### config.mk
export PLATFORM = sky130hd
export DESIGN_NAME = cal_continue
export DESIGN_NICKNAME = d
export VERILOG_FILES = /design/src/rtl/cal_continue.sv
export SDC_FILE = /design/constraint.sdc
export NUM_CORES = 1
export LEC_CHECK = 0
export BUFFER_PORTS_ARGS = -buffer_cell sky130_fd_sc_hd__buf_2
export CAP_MARGIN = 40
export CORE_UTILIZATION = 52
export CTS_CLUSTER_DIAMETER = 100
export DETAILED_ROUTE_END_ITERATION = 7
export GPL_ROUTABILITY_DRIVEN = 0
export PLACE_DENSITY = 0.79
export SLEW_MARGIN = 0
export SYNTH_ARGS = -nofsm -noshare
export SYNTH_HDL_FRONTEND = slang
export SYNTH_SLANG_ARGS = --single-unit
export TNS_END_PERCENT = 10
### constraint.sdc
create_clock -name clk -period 0.9 [get_ports clk]
set_input_delay 0.18 -clock clk [delete_from_list [all_inputs] [get_ports clk]]
set_output_delay 0.18 -clock clk [all_outputs]
set_load 0.005 [all_outputs]
### src/rtl/cal_continue.sv
// rtl/cal_continue.sv - longest run of consecutive 1 bits in a data word, one registered stage
module cal_continue #(
  parameter int WIDTH = 32,
  parameter int RW    = 6
) (
  input  logic             clk,
  input  logic             rst_n,
  input  logic             in_valid,
  input  logic [WIDTH-1:0] data,
  output logic [RW-1:0]    result,
  output logic             out_valid
);

  localparam logic [RW-1:0] ONE = RW'(1);

  logic [RW-1:0] run_len;
  logic [RW-1:0] best_len;
  logic [RW-1:0] result_d, result_q;
  logic          valid_d, valid_q;

  // Single-pass scan: the running count clears on a 0, and the best count tracks its peak.
  always_comb begin
    run_len  = '0;
    best_len = '0;
    for (int i = 0; i < WIDTH; i++) begin
      if (data[i]) begin
        run_len = run_len + ONE;
      end else begin
        run_len = '0;
      end
      if (run_len > best_len) begin
        best_len = run_len;
      end
    end
  end

  always_comb begin
    result_d = result_q;
    valid_d  = in_valid;
    if (in_valid) begin
      result_d = best_len;
    end
  end

  always_ff @(posedge clk or negedge rst_n) begin
    if (!rst_n) begin
      result_q <= '0;
      valid_q  <= 1'b0;
    end else begin
      result_q <= result_d;
      valid_q  <= valid_d;
    end
  end

  assign result    = result_q;
  assign out_valid = valid_q;

endmodule

==> results.toml, run 1 <==
[synth]
ys_warn_count = 0
synthAdderAreaFrac_pct = 11.3
synth_top_area_share_pct = 10.5
yosys-top-cells-count = "nand2_1 (279), nor2_1 (173), a21oi_1 (133), inv_1 (113), ha_1 (108)"
ys_types = 121
synthCells = 1970
yosysSeqAreaShare_pct = 1.36
synth_edf_count = 0
yosys.area_share.simple_pct = 32.7
ys.flop_type = "dfrtp_1"
synth.most_common_cell = "nand2_1"
async_flop_share_pct = 100
synth_compound_area_share_pct = 33.6
ys_ff_latch = 7
synth_area_leader_cell = "ha_1"
synth_area_um2 = 12900
synth.area.mux_share_pct = 9.51
synth_top_family_by_area = "compound AO/OA/AOI/OAI gates"
synthTopCellsByArea = "ha_1 (10%), nand2_1 (8.1%), a21oi_1 (5.2%)"
synth-xor-area-share_pct = 5.70
synth_area_per_cell_um2 = 6.55

[cts]
clock_sinks = 7
htree_levels = 1
cts_buffers = 3
clock-root-buffer = "clkbuf_16"
clk_path_buf_depth = 2

[run_status]
status = "aborted with a tool error"
error = "[ERROR GRT-0116] Global routing finished with congestion. Check the congestion regions in the DRC Viewer."
lastStage = "5_1_grt"

[die]
start_util_pct = 53.1
dieWidth_um = 160
rows = 57
pin_count = 42
fp.dieH_um = 160

[place]
dpl.cell_count = 3097
portBuffers = 41
dp_hpwl_um = 48700
place_area_um2 = 20300

[global_routing]
grt_first_pass_wirelength_um = 137000
overflow = 18
grt.total_usage_pct = 68.1
first_global_vias = 25700
grt_max_degree = 14
timing repair:
action / 4_1_cts
buffers inserted: 57
gates resized for setup: 116
endpoints found under the setup margin: 13
pin swaps: 93
hold buffers: 1
hold endpoints to repair: 7
stage by stage:
stage                     worst slack [ns]  hold WS (ns)
after global placement              -39.27        0.0110
after CTS                           -40.30         0.271
after floorplan                     -40.37        -0.116
after detailed placement            -42.21        0.0178
cells by family after synthesis:
group	after synthesis
compound gates	608
mux	108
xor+xnor	84
flops	7
other cells	2
buf+inv	184
simple gates	858
fa+ha+maj	119
per-layer routing:
| metal | track usage, % | overflow |
|---|---|---|
| met1 | 66.0 | 0 |
| met2 | 91.9 | 6 |
| met3 | 45.2 | 2 |
| met4 | 73.9 | 10 |
| met5 | 8.90 | 0 |
==> run 2: changes to the inputs <==
CORE_UTILIZATION = 37   (was 52)
CTS_CLUSTER_DIAMETER = default   (was 100)
PLACE_DENSITY = default   (was 0.79)
PLACE_DENSITY_LB_ADDON = 0.15   (was default)
==> run 2 against run 1 <==
  * The flow now finishes, with violations (setup timing)
  * Area after synthesis unchanged
  * Synthesized cell count unchanged
==> results.toml, run 2 <==
[synth]
synth_area_leader_cell = "ha_1"
synth.most_common_cell = "nand2_1"
synth_area_um2 = 12900
synth_edf_count = 0
ys_ff_latch = 7
yosysSeqAreaShare_pct = 1.36
synthCells = 1970
ys_warn_count = 0
async_flop_share_pct = 100
synth_area_per_cell_um2 = 6.55
ys_types = 121
yosys-top-cells-count = "nand2_1 (279), nor2_1 (173), a21oi_1 (133), inv_1 (113), ha_1 (108)"
synth_top_area_share_pct = 10.5
synthTopCellsByArea = "ha_1 (10%), nand2_1 (8.1%), a21oi_1 (5.2%)"
ys.flop_type = "dfrtp_1"

[final_layout]
final_cell_mix = "buf_4 (985), nand2_1 (257), nor2_1 (146)"
areaGrowthSynthToFinish_pct = 77.2
layout-drive-gt1-share_pct = 47.8
largest_register_ffs = 6
final_common_cell = "buf_4"
regArea_um2 = 175
antenna-diode-count = 0
utilization_pct = 66.4
fin_nets = 3092
multi_input_area_um2 = 13800
fillers = 2908

[global_routing]
first_global_vias = 18700
grt_max_degree = 14
grt_first_pass_wirelength_um = 87000
grt.total_usage_pct = 28.4
antenna_found_initial = 1
overflow = 0

[cts]
clock_sinks = 7
clkTransAtPathRegs_ns = 0.04
insertion_delay_ns = 0.23
clk_path_buf_depth = 2
cts_tree = "built"
htree_levels = 1
cts_buffers = 3
clock-root-buffer = "clkbuf_16"

[timing]
final-setup-viol-count = 9
max_slew_margin_pct = 55.6
max_freq_mhz = 24.7
hold_viol = 0
setup_slack_ns = -39.52
tightestPinTransition_ns = 0.660
fin_worst_skew_ns = 0
rsz0062_at_grt = "yes"
drv_slew = 0
fin_tns_setup_ns = -236.61
min_period_over_period_pct = 4490
layout_min_cycle_time_ns = 40.42

[place]
portBuffers = 41
dp_hpwl_um = 42900

[detailed_routing]
drtAntennaViolNets = 0
routedWlPerCell_um = 15.6
drcViolationCount = 0
first_iter_violations = 1162
viasPerCell = 5.52
vias = 18800
routed_wl_um = 53200
dr.pass1.iters = 5

[worst_setup_path]
arrival_ns = 40.53
cp_common_cell = "ha_4"
path_class = "in -> reg"
crit_path_top_delay_cell = "or4b_4"
crit_fanout = 7
cp-end-kind = "flop"
start_kind = "primary input"
cpPeakStageDelay_ns = 0.57
critPathRequiredTime_ns = 1.01

[die]
dieWidth_um = 189
start_util_pct = 37.4
rows = 68
fp.dieH_um = 189
core_um2 = 34500
pin_count = 42
die_area_um2 = 35600

[worst_hold_path]
hp-class = "in -> reg"

[run_status]
status = "finished with violations"
violations = "setup timing"

[job]
maxCapViolCount = 0
[run 2: cell counts after synthesis]
No cell type changed its count.
[run 2: layer usage]
metal  track usage (%)  vias up  wire (µm)
met4              8.78        2       1670
met5                 0        -          8
met1              34.7     8825      23100
met2              52.7      526      26500
met3              1.49      155       1850
li1                  -     9282          -
[run 2: logic make-up (layout without fill, tap and decap cells)]
group	Yosys count	after routing	synth area share, %
buf+inv	184	1157	5.74
simple gates	858	858	32.7
xor+xnor	84	84	5.70
flops	7	7	1.36
other cells	2	7	0.0582
fa+ha+maj	119	119	11.3
compound gates	608	608	33.6
mux	108	108	9.51
[run 2: timing repair]
item	4_1_cts	5_1_grt
setup endpoints to repair	12	12
resized for setup	150	75
buffers inserted	96	28
pin swaps	188	76
hold endpoints to repair	7	0
hold buffers	1	0
gates cloned	0	0
[run 2: final timing paths]
path / from / to / slack [ns] / cells after the start
max: data[0] / result[0]$_DFFE_PN0P_ / -39.52 / 219
min: in_valid / result[1]$_DFFE_PN0P_ / 0.26 / 2
max reg2reg: result[5]$_DFFE_PN0P_ / result[5]$_DFFE_PN0P_ / 0.04 / 3
min reg2reg: result[3]$_DFFE_PN0P_ / result[3]$_DFFE_PN0P_ / 0.51 / 1
max in group asynchronous: rst_n / out_valid$_DFF_PN0_ / 0.42 / 2
min in group asynchronous: rst_n / result[4]$_DFFE_PN0P_ / 0.32 / 2
[run 2: final cells by class]
type / count / area share [%]
flip-flops and latches: 7 / 0.766
repair buffers: 1040 / 34.0
clock buffers: 4 / 0.345
well taps: 455 / 2.49
multi-input cells: 1784 / 60.5
inverters: 113 / 1.92
[run 2: through the flow]
stage               worst slack [ns]  hold slack (ns)  area (µm²)  std cells
floorplan                     -40.37           -0.116       13800       1975
global placement              -39.76           0.0179       20800       3275
detailed placement            -40.86           0.0186       20800       3275
CTS                           -38.63            0.270       22200       3375
global route                  -41.61            0.263       22900       3403
finish                        -39.52            0.262       22900       3403
[run 2: worst max-delay path: cells and delay by family]
family | cells | cell delay (ns)
adders and majority gates | 32 | 8.80
muxes | 18 | 5.01
and+or+nand+nor | 65 | 9.71
AOI/OAI and AO/OA | 88 | 14.74
buffers and inverters | 16 | 1.99
Power of run 2 is left out: the tool's default activity adds up to more than one toggle a clock period on the data nets, which glitch-free logic cannot reach.
